### config.mk
export PLATFORM = sky130hd
export DESIGN_NAME = pc_sequencer
export DESIGN_NICKNAME = d
export VERILOG_FILES = /design/src/rtl/pc_sequencer.sv
export SDC_FILE = /design/constraint.sdc
export NUM_CORES = 1
export LEC_CHECK = 0
export CORE_UTILIZATION = 32
export CTS_BUF_LIST = sky130_fd_sc_hd__clkbuf_16
export CTS_CLUSTER_SIZE = 12
export DETAILED_ROUTE_END_ITERATION = 10
export DONT_BUFFER_PORTS = 1
export SYNTH_ARGS = -nofsm -noshare
export SYNTH_HDL_FRONTEND = slang
export SYNTH_SLANG_ARGS = --single-unit
### constraint.sdc
create_clock -name clk -period 4.9 [get_ports clk]
set_clock_uncertainty 0.15 [all_clocks]
set_input_delay 0.245 -clock clk [delete_from_list [all_inputs] [get_ports clk]]
set_output_delay 0.245 -clock clk [all_outputs]
set_load 0.05 [all_outputs]
### src/rtl/pc_sequencer.sv
// pc_sequencer
//    Program-counter register and next-PC selector for the fetch path.
//    It supports the MIPS single-instruction branch delay slot: a redirect
//    seen in RUN is saved, one delay-slot fetch (pc + 4) is issued, and then
//    the saved target is loaded. A misaligned register-jump target
//    redirects to EXC_VECTOR instead.
//
// Ports
//    clk            rising-edge clock
//    rst_n          asynchronous active-low reset
//    stall          freeze pc/state/target; requests ignored, pulses 0
//    jump_valid     absolute jump request (j/jal)
//    jump_target    jump target {pc_upper, index, 2'b00}; [1:0] forced to 0
//    branch_valid   taken conditional branch
//    branch_offset  signed word offset relative to pc + 4
//    jr_valid       register jump request (jr/jalr)
//    jr_target      register value used as jump target
//    pc             current fetch address (registered)
//    pc_plus4       pc + 4 modulo 2^32 (combinational)
//    pc_upper       pc_plus4[31:28] for the jump-address former
//    in_delay_slot  current pc is a delay-slot fetch (registered)
//    misalign_err   one-cycle pulse after a misaligned jr is accepted
//    slot_violation one-cycle pulse after a request arrives in the delay slot
module pc_sequencer #(
   parameter logic [31:0] RESET_PC   = 32'h0000_0000,
   parameter logic [31:0] EXC_VECTOR = 32'h0000_0080,
   parameter bit          DELAY_SLOT = 1'b1
) (
   input  logic        clk,
   input  logic        rst_n,
   input  logic        stall,
   input  logic        jump_valid,
   input  logic [31:0] jump_target,
   input  logic        branch_valid,
   input  logic [15:0] branch_offset,
   input  logic        jr_valid,
   input  logic [31:0] jr_target,
   output logic [31:0] pc,
   output logic [31:0] pc_plus4,
   output logic [3:0]  pc_upper,
   output logic        in_delay_slot,
   output logic        misalign_err,
   output logic        slot_violation
);

   typedef enum logic {RUN, SLOT} state_e;

   state_e      state_q, state_d;
   logic [31:0] pc_q, pc_d;
   logic [31:0] target_q, target_d;
   logic        misalign_q, misalign_d;
   logic        slot_viol_q, slot_viol_d;

   logic [31:0] pc_plus4_w;
   logic [31:0] branch_tgt_w;
   logic        req_any_w;
   logic        jr_misaligned_w;
   logic [31:0] sel_target_w;

   assign pc_plus4_w      = pc_q + 32'd4;
   assign branch_tgt_w    = pc_plus4_w + {{14{branch_offset[15]}}, branch_offset, 2'b00};
   assign req_any_w       = jr_valid | jump_valid | branch_valid;
   assign jr_misaligned_w = jr_valid & (jr_target[1:0] != 2'b00);

   // Priority jr > jump > branch; losers are dropped without notice.
   always_comb begin
      sel_target_w = branch_tgt_w;
      if (jr_valid) begin
         sel_target_w = jr_misaligned_w ? EXC_VECTOR : jr_target;
      end else if (jump_valid) begin
         sel_target_w = {jump_target[31:2], 2'b00};
      end
   end

   always_comb begin
      state_d     = state_q;
      pc_d        = pc_q;
      target_d    = target_q;
      misalign_d  = 1'b0;
      slot_viol_d = 1'b0;
      if (!stall) begin
         case (state_q)
            RUN: begin
               if (req_any_w) begin
                  misalign_d = jr_misaligned_w;
                  if (DELAY_SLOT) begin
                     // Issue the delay-slot fetch now, redirect afterwards.
                     target_d = sel_target_w;
                     pc_d     = pc_plus4_w;
                     state_d  = SLOT;
                  end else begin
                     pc_d = sel_target_w;
                  end
               end else begin
                  pc_d = pc_plus4_w;
               end
            end
            SLOT: begin
               // Requests in the slot are illegal: ignored but reported.
               pc_d        = target_q;
               state_d     = RUN;
               slot_viol_d = req_any_w;
            end
            default: begin
               state_d = RUN;
            end
         endcase
      end
   end

   always_ff @(posedge clk or negedge rst_n) begin
      if (!rst_n) begin
         state_q     <= RUN;
         pc_q        <= RESET_PC;
         target_q    <= 32'h0000_0000;
         misalign_q  <= 1'b0;
         slot_viol_q <= 1'b0;
      end else begin
         state_q     <= state_d;
         pc_q        <= pc_d;
         target_q    <= target_d;
         misalign_q  <= misalign_d;
         slot_viol_q <= slot_viol_d;
      end
   end

   assign pc             = pc_q;
   assign pc_plus4       = pc_plus4_w;
   assign pc_upper       = pc_plus4_w[31:28];
   assign in_delay_slot  = (state_q == SLOT);
   assign misalign_err   = misalign_q;
   assign slot_violation = slot_viol_q;

endmodule

==> results of run 1 <==
==> cells in the mapped netlist, types with 2 or more instances <==
| library cell | number | area, µm² |
|---|---|---|
| nor4_1 | 4 | 25.0 |
| o21ai_0 | 84 | 420 |
| ha_1 | 36 | 450 |
| o21bai_1 | 4 | 30.0 |
| a21o_1 | 17 | 128 |
| nor3b_1 | 2 | 15.0 |
| and2_1 | 4 | 25.0 |
| nand2b_1 | 3 | 18.8 |
| and4_2 | 2 | 20.0 |
| o31ai_1 | 2 | 15.0 |
| a31oi_1 | 9 | 56.3 |
| xnor2_1 | 26 | 228 |
| inv_1 | 18 | 67.6 |
| nor2_1 | 70 | 263 |
| mux2i_1 | 9 | 90.1 |
| xor2_1 | 28 | 245 |
| nand3_1 | 19 | 95.1 |
| and3_2 | 2 | 15.0 |
| clkbuf_1 | 34 | 128 |
| a211oi_1 | 4 | 30.0 |
| a21oi_1 | 58 | 290 |
| or2_2 | 2 | 12.5 |
| nor3_1 | 18 | 90.1 |
| o21a_1 | 2 | 15.0 |
| and4_1 | 3 | 26.3 |
| o22ai_1 | 11 | 68.8 |
| buf_4 | 8 | 60.1 |
| a22oi_1 | 12 | 90.1 |
| o211ai_1 | 3 | 22.5 |
| nand2_1 | 68 | 255 |
| dfrtp_1 | 67 | 1680 |
| nand4_1 | 8 | 50.1 |
| nand3_4 | 2 | 35.0 |
| buf_1 | 2 | 7.51 |
| a222oi_1 | 8 | 80.1 |
| a221oi_1 | 12 | 105 |
| nor2b_1 | 3 | 18.8 |
| mux2_2 | 2 | 22.5 |
| and3_1 | 9 | 56.3 |
==> worst max path at each step <==
| stage | start | end | slack, ns | cells after the start |
|---|---|---|---|---|
| after floorplan | pc[2] | target_q[26] | 0.14 | 16 |
| after global placement | pc[2] | target_q[24] | 0.74 | 14 |
| after detailed placement | pc[2] | target_q[26] | 0.74 | 15 |
| after CTS | pc[2] | target_q[26] | 0.17 | 16 |
| after global routing | pc[2] | target_q[21] | -0.009 | 15 |
| final | pc[2] | target_q[21] | 0.36 | 14 |
==> flip-flops by register name, summed over array words and instances, names as in the netlist <==
| signal | flops |
|---|---|
| pc | 32 |
| in_delay_slot | 1 |
| slot_violation | 1 |
| target_q | 32 |
| misalign_err | 1 |
==> critical path, cell delays in order (launching register included) <==
cell	delay, ns
dfrtp_1	0.35
ha_1	0.30
nand4_1	0.15
nor2_2	0.31
xor2_1	0.31
ha_1	0.36
a21oi_1	0.27
o221ai_2	0.19
or3b_2	0.48
o21ai_2	0.23
o31ai_1	0.16
xor2_1	0.20
a222oi_1	0.30
dlygate4sd3_1	0.58
o21ai_0	0.07
==> per-layer routing <==
layer	vias up	global-route usage [%]	routed length, µm	part of all wire (%)
met5	-	0	0	0
met4	0	6.05	262	1.4
met3	20	4.01	1100	6.0
met2	149	35.3	9060	49
met1	2603	26.2	8020	43
li1	2661	-	-	-
==> kinds of logic (layout without fill, tap and decap cells) <==
family	after synthesis	after routing	share of synthesized area, %
flops	67	67	29.9
fa+ha+maj	37	37	8.39
mux	11	11	2.01
simple gates	226	226	19.6
compound gates	238	238	26.0
buf+inv	66	123	5.20
xor+xnor	55	55	8.93
==> power by group through the flow <==
stage                     clock [mW]  sequential [mW]  combinational [mW]
after floorplan                    0             1.24                1.70
after global placement             0             1.00                2.54
after detailed placement           0             1.01                2.55
after CTS                      0.588            0.999                2.62
after global routing           0.612             1.02                2.84
final                          0.583            0.998                2.63
==> timing repair <==
action / CTS / global route
setup endpoints to repair: 0 / 2
endpoints found under the hold margin: 122 / 0
hold buffers: 31 / 0
buffers inserted: 0 / 2
gates resized for setup: 0 / 4
==> layout make-up <==
type	count	area [µm²]	share of cell area, %
multi-input cells	567	3700	54.6
clock inverters	7	28.8	0.425
repair buffers	89	793	11.7
clock buffers	9	225	3.32
inverters	18	67.6	0.997
well taps	225	282	4.16
flip-flops and latches	67	1680	24.8
==> flow_results.xml, run 1 <==
<?xml version="1.0" encoding="UTF-8"?>
<metrics>
  <group name="timing">
    <metric name="hold_slack" unit="ns">-0.00365</metric>
    <metric name="finalSetupTns" unit="ns">0</metric>
    <metric name="max_slew.worst_pin.slew" unit="ns">0.967</metric>
    <metric name="finalHoldViolations" unit="">2</metric>
    <metric name="maxClockFrequency" unit="GHz">0.220</metric>
    <metric name="setup_slack" unit="ns">0.359</metric>
    <metric name="timing.max_slew.rel_slack" unit="%">35.2</metric>
    <metric name="layout_worst_path_cycle_share" unit="%">92.7</metric>
    <metric name="shortest_clock_period_the_worst_path_allows_after_layout" unit="ns">4.54</metric>
    <metric name="setup-violations-final" unit="">0</metric>
    <metric name="slew_viol_final" unit="">0</metric>
  </group>
  <group name="clocking">
    <metric name="cts-root-to-sink-buffers" unit="">2</metric>
    <metric name="clk-insertion-delay-late" unit="ns">0.34</metric>
    <metric name="tritoncts_num_sinks" unit="">67</metric>
    <metric name="htree_num_levels" unit="">3</metric>
    <metric name="clkSlewWorstSetupHoldPaths" unit="ns">0.06</metric>
    <metric name="clock_tree_from_tritoncts" unit="">done</metric>
    <metric name="tritoncts.num_buffers" unit="">9</metric>
    <metric name="clk_root_buffer_cell" unit="">clkbuf_16</metric>
  </group>
  <group name="cells_and_area">
    <metric name="fin_area" unit="µm²">6770</metric>
    <metric name="fin_nets" unit="">875</metric>
    <metric name="areaGrowthSynthToFinish" unit="%">20.8</metric>
    <metric name="final.fill_count" unit="">1788</metric>
    <metric name="layout_common_cells" unit="">o21ai_0, nor2_1, nand2_1</metric>
    <metric name="drive_gt1_share" unit="%">12.9</metric>
    <metric name="non_filler_instance_count_after_layout" unit="">982</metric>
    <metric name="diodes" unit="">0</metric>
    <metric name="final_core_util" unit="%">39.4</metric>
    <metric name="final_common_cell" unit="">o21ai_0</metric>
  </group>
  <group name="flow_run">
    <metric name="drv.max_cap_violation_count" unit="">0</metric>
  </group>
  <group name="pwr">
    <metric name="power.ir.vdd_worst" unit="mV">0.322</metric>
    <metric name="total_power" unit="mW">4.21</metric>
    <metric name="combPwrFrac" unit="%">62.4</metric>
    <metric name="p_switching" unit="mW">2.27</metric>
    <metric name="share_clk_of_total_power" unit="%">13.8</metric>
    <metric name="p_seq_share" unit="%">23.7</metric>
    <metric name="power_report.internal_total" unit="mW">1.94</metric>
    <metric name="p_sw_share" unit="%">53.9</metric>
    <metric name="power_density" unit="nW/µm²">621</metric>
    <metric name="power.static_leakage" unit="nW">3.01</metric>
  </group>
  <group name="hold_path">
    <metric name="hold_critical_path_endpoint" unit="">target_q[17]</metric>
    <metric name="hold_path_startpoint" unit="">jr_target[17]</metric>
    <metric name="worstHoldPathType" unit="">input port to flop</metric>
    <metric name="hold_depth" unit="">2</metric>
  </group>
  <group name="detailed_routing">
    <metric name="dr_total_vias" unit="">5433</metric>
    <metric name="wirelength" unit="µm">18400</metric>
    <metric name="drtAntennaViolNets" unit="">0</metric>
    <metric name="route.detailed.wl_per_inst" unit="µm">18.8</metric>
    <metric name="initialDrtViolationCount" unit="">272</metric>
    <metric name="detail_route.first_pass.iterations" unit="">5</metric>
    <metric name="via_density" unit="">5.53</metric>
    <metric name="drc" unit="">0</metric>
  </group>
  <group name="placement">
    <metric name="input_output_buffers" unit="">0</metric>
    <metric name="placed_area" unit="µm²">6140</metric>
    <metric name="dpl.cell_count" unit="">933</metric>
    <metric name="setup_slack_after_placement" unit="ns">0.740</metric>
    <metric name="gpl_congestion" unit="">0.910</metric>
    <metric name="dpl.hpwl" unit="µm">13500</metric>
  </group>
  <group name="grt">
    <metric name="number_of_global_route_vias_before_repair" unit="">5153</metric>
    <metric name="number_of_antenna_violations_at_the_first_check_in_global_routing" unit="">0</metric>
    <metric name="grt_remaining_overflow" unit="">0</metric>
    <metric name="gr-usage-all-layers" unit="%">20.6</metric>
    <metric name="first_pass_grt_wire_length" unit="µm">28700</metric>
    <metric name="grt_max_degree" unit="">70</metric>
  </group>
  <group name="yosys">
    <metric name="async_reset_ff_share" unit="%">100</metric>
    <metric name="syn_avg_cell_area" unit="µm²">8.01</metric>
    <metric name="dominantRegCellSynth" unit="">dfrtp_1</metric>
    <metric name="ys_warn_count" unit="">0</metric>
    <metric name="unique_masters_post_synth" unit="">64</metric>
    <metric name="synth_sequential_area_ratio" unit="%">29.9</metric>
    <metric name="synthesis.nets" unit="">823</metric>
    <metric name="syn-instance-count" unit="">700</metric>
    <metric name="number_of_enable_flip_flop_cells_after_synthesis" unit="">0</metric>
    <metric name="synth-seq-cells" unit="">67</metric>
    <metric name="syn_area" unit="µm²">5610</metric>
  </group>
  <group name="worst_setup_path">
    <metric name="crit_path_end_kind" unit="">flop</metric>
    <metric name="critical_path.startpoint_type" unit="">flop</metric>
    <metric name="worst_ep_arrival_time" unit="ns">4.60</metric>
    <metric name="reg2regPathDepth" unit="">14</metric>
    <metric name="worst-setup-path-type" unit="">flop to flop</metric>
    <metric name="r2r_slack" unit="ns">0.36</metric>
    <metric name="r2r_start" unit="">pc[2]</metric>
    <metric name="rr_endpoint" unit="">target_q[21]</metric>
    <metric name="crit_required" unit="ns">4.96</metric>
    <metric name="critical_path_peak_fanout" unit="">7</metric>
  </group>
  <group name="outcome">
    <metric name="run_status" unit="">finished with violations</metric>
    <metric name="violations" unit="">hold timing</metric>
  </group>
  <group name="floorplan">
    <metric name="num_rows" unit="">48</metric>
    <metric name="num_io_pins" unit="">157</metric>
    <metric name="die_height" unit="µm">134</metric>
    <metric name="start_util" unit="%">32.6</metric>
    <metric name="core_area" unit="µm²">17200</metric>
    <metric name="die-area" unit="µm²">18000</metric>
    <metric name="die-width" unit="µm">134</metric>
  </group>
</metrics>
Note: power is estimated with default switching activity, not from simulation.
==> run 2: changes to the inputs <==
Settings changed: CORE_ASPECT_RATIO set to 0.5, CTS_CLUSTER_SIZE 12 to unset, GPL_ROUTABILITY_DRIVEN set to 0.
==> flow_results.xml, run 2 (synthesis gave the netlist of run 1 again) <==
<?xml version="1.0" encoding="UTF-8"?>
<metrics>
  <group name="placement">
    <metric name="dpl.hpwl" unit="µm">13900</metric>
    <metric name="input_output_buffers" unit="">0</metric>
    <metric name="setup_slack_after_placement" unit="ns">0.646</metric>
  </group>
  <group name="timing">
    <metric name="hold_slack" unit="ns">-0.000361</metric>
    <metric name="setup_repair_after_global_routing_missed_its_margin" unit="">false</metric>
    <metric name="setup_slack" unit="ns">0.299</metric>
    <metric name="layout_worst_path_cycle_share" unit="%">93.9</metric>
    <metric name="setup-violations-final" unit="">0</metric>
    <metric name="finalSetupTns" unit="ns">0</metric>
    <metric name="max_slew.worst_pin.slew" unit="ns">0.942</metric>
    <metric name="maxClockFrequency" unit="GHz">0.217</metric>
    <metric name="shortest_clock_period_the_worst_path_allows_after_layout" unit="ns">4.60</metric>
    <metric name="timing.max_slew.rel_slack" unit="%">37.0</metric>
    <metric name="slew_viol_final" unit="">0</metric>
    <metric name="finalHoldViolations" unit="">1</metric>
  </group>
  <group name="floorplan">
    <metric name="num_io_pins" unit="">157</metric>
    <metric name="die_height" unit="µm">95.6</metric>
    <metric name="core_area" unit="µm²">16800</metric>
    <metric name="start_util" unit="%">33.4</metric>
    <metric name="die-width" unit="µm">189</metric>
    <metric name="num_rows" unit="">33</metric>
    <metric name="die-area" unit="µm²">18100</metric>
  </group>
  <group name="detailed_routing">
    <metric name="drc" unit="">0</metric>
    <metric name="drtAntennaViolNets" unit="">0</metric>
    <metric name="detail_route.first_pass.iterations" unit="">6</metric>
    <metric name="dr_total_vias" unit="">5592</metric>
    <metric name="route.detailed.wl_per_inst" unit="µm">19.8</metric>
    <metric name="initialDrtViolationCount" unit="">549</metric>
    <metric name="via_density" unit="">5.71</metric>
    <metric name="wirelength" unit="µm">19300</metric>
  </group>
  <group name="worst_setup_path">
    <metric name="critical_path_peak_fanout" unit="">7</metric>
    <metric name="crit_path_end_kind" unit="">flop</metric>
    <metric name="worst-setup-path-type" unit="">flop to flop</metric>
    <metric name="critical_path.startpoint_type" unit="">flop</metric>
    <metric name="r2r_slack" unit="ns">0.30</metric>
    <metric name="rr_endpoint" unit="">target_q[17]</metric>
    <metric name="crit_required" unit="ns">4.96</metric>
    <metric name="reg2regPathDepth" unit="">14</metric>
    <metric name="worst_ep_arrival_time" unit="ns">4.66</metric>
    <metric name="r2r_start" unit="">pc[3]</metric>
  </group>
  <group name="clocking">
    <metric name="tritoncts_num_sinks" unit="">67</metric>
    <metric name="cts_setup_buffers" unit="">0</metric>
    <metric name="clk-insertion-delay-late" unit="ns">0.34</metric>
    <metric name="clkSlewWorstSetupHoldPaths" unit="ns">0.06</metric>
    <metric name="clk_root_buffer_cell" unit="">clkbuf_16</metric>
    <metric name="cts-root-to-sink-buffers" unit="">2</metric>
    <metric name="clock_tree_from_tritoncts" unit="">done</metric>
    <metric name="htree_num_levels" unit="">3</metric>
    <metric name="tritoncts.num_buffers" unit="">9</metric>
  </group>
  <group name="cells_and_area">
    <metric name="layout_common_cells" unit="">o21ai_0, nor2_1, nand2_1</metric>
    <metric name="diodes" unit="">0</metric>
    <metric name="final_common_cell" unit="">o21ai_0</metric>
    <metric name="areaGrowthSynthToFinish" unit="%">21.1</metric>
    <metric name="fin_nets" unit="">870</metric>
    <metric name="drive_gt1_share" unit="%">13.3</metric>
  </group>
  <group name="hold_path">
    <metric name="worstHoldPathType" unit="">input port to flop</metric>
    <metric name="hold_depth" unit="">2</metric>
    <metric name="hold_critical_path_endpoint" unit="">target_q[19]</metric>
    <metric name="hold_path_startpoint" unit="">jump_target[19]</metric>
  </group>
  <group name="grt">
    <metric name="gr-usage-all-layers" unit="%">21.4</metric>
    <metric name="number_of_global_route_vias_before_repair" unit="">5327</metric>
    <metric name="number_of_antenna_violations_at_the_first_check_in_global_routing" unit="">0</metric>
    <metric name="grt_max_degree" unit="">68</metric>
    <metric name="grt_remaining_overflow" unit="">0</metric>
    <metric name="first_pass_grt_wire_length" unit="µm">29800</metric>
  </group>
  <group name="pwr">
    <metric name="power.static_leakage" unit="nW">2.99</metric>
    <metric name="power.ir.vdd_worst" unit="mV">0.239</metric>
    <metric name="power_density" unit="nW/µm²">643</metric>
  </group>
  <group name="outcome">
    <metric name="run_status" unit="">finished with violations</metric>
    <metric name="violations" unit="">hold timing</metric>
  </group>
  <group name="flow_run">
    <metric name="drv.max_cap_violation_count" unit="">0</metric>
  </group>
</metrics>
## run 2: cell type report
type	instances	area [µm²]
repair buffers	84	731
fillers	1698	9980
clock inverters	7	100
clock buffers	9	225
well taps	227	284
inverters	18	67.6
flip-flops and latches	67	1680
multi-input cells	567	3700
## run 2: per-layer routing
layer  vias to the layer above  global-route usage [%]  share of wire [%]
li1                       2633                       -                  -
met1                      2723                    29.6                 47
met2                       216                    33.3                 44
met3                        20                    4.86                7.7
met4                         0                    6.18                1.3
met5                         -                       0                  0
## run 2: through the flow
step / hold slack, ns / power [mW] / instances / util, % / cell area [µm²]
after CTS: 0.00208 / 4.35 / 979 / 40.4 / 6780
after global placement: -0.199 / 3.52 / 934 / 36.6 / 6130
final: -0.000361 / 4.36 / 979 / 40.5 / 6790
after global routing: 0.00803 / 4.64 / 979 / 40.5 / 6790
after floorplan: -0.201 / 2.94 / 700 / - / 5610
after detailed placement: -0.199 / 3.56 / 934 / 36.6 / 6130
## run 2: worst max-delay path by stage
stage	from	to	slack [ns]	cells past startpoint
after floorplan	pc[2]	target_q[26]	0.14	16
after global placement	pc[3]	target_q[21]	0.77	13
after detailed placement	pc[3]	target_q[21]	0.65	13
after CTS	pc[3]	target_q[17]	0.26	14
after global routing	pc[3]	target_q[17]	0.04	15
final	pc[3]	target_q[17]	0.30	14
## run 2: power by group
group	switching, mW	total (mW)	internal [mW]
Combinational	1.75	2.61	0.860
Clock	0.274	0.724	0.449
Sequential	0.300	1.03	0.730
## run 2: critical path, cell delays in order (launching register included)
cell,delay (ns)
dfrtp_1,0.42
ha_2,0.29
nand4_1,0.18
nor2_2,0.30
nand3_1,0.21
xnor2_1,0.29
ha_1,0.36
a21oi_1,0.25
or3b_2,0.47
o21ai_2,0.24
o21ai_0,0.14
xor2_1,0.18
a222oi_1,0.30
dlygate4sd3_1,0.60
o21ai_0,0.07
## run 2: repair_timing
action | CTS | global route
endpoints found under the setup margin | 0 | 1
resized for setup | 0 | 3
hold endpoints to repair | 120 | 0
hold buffers | 29 | 0
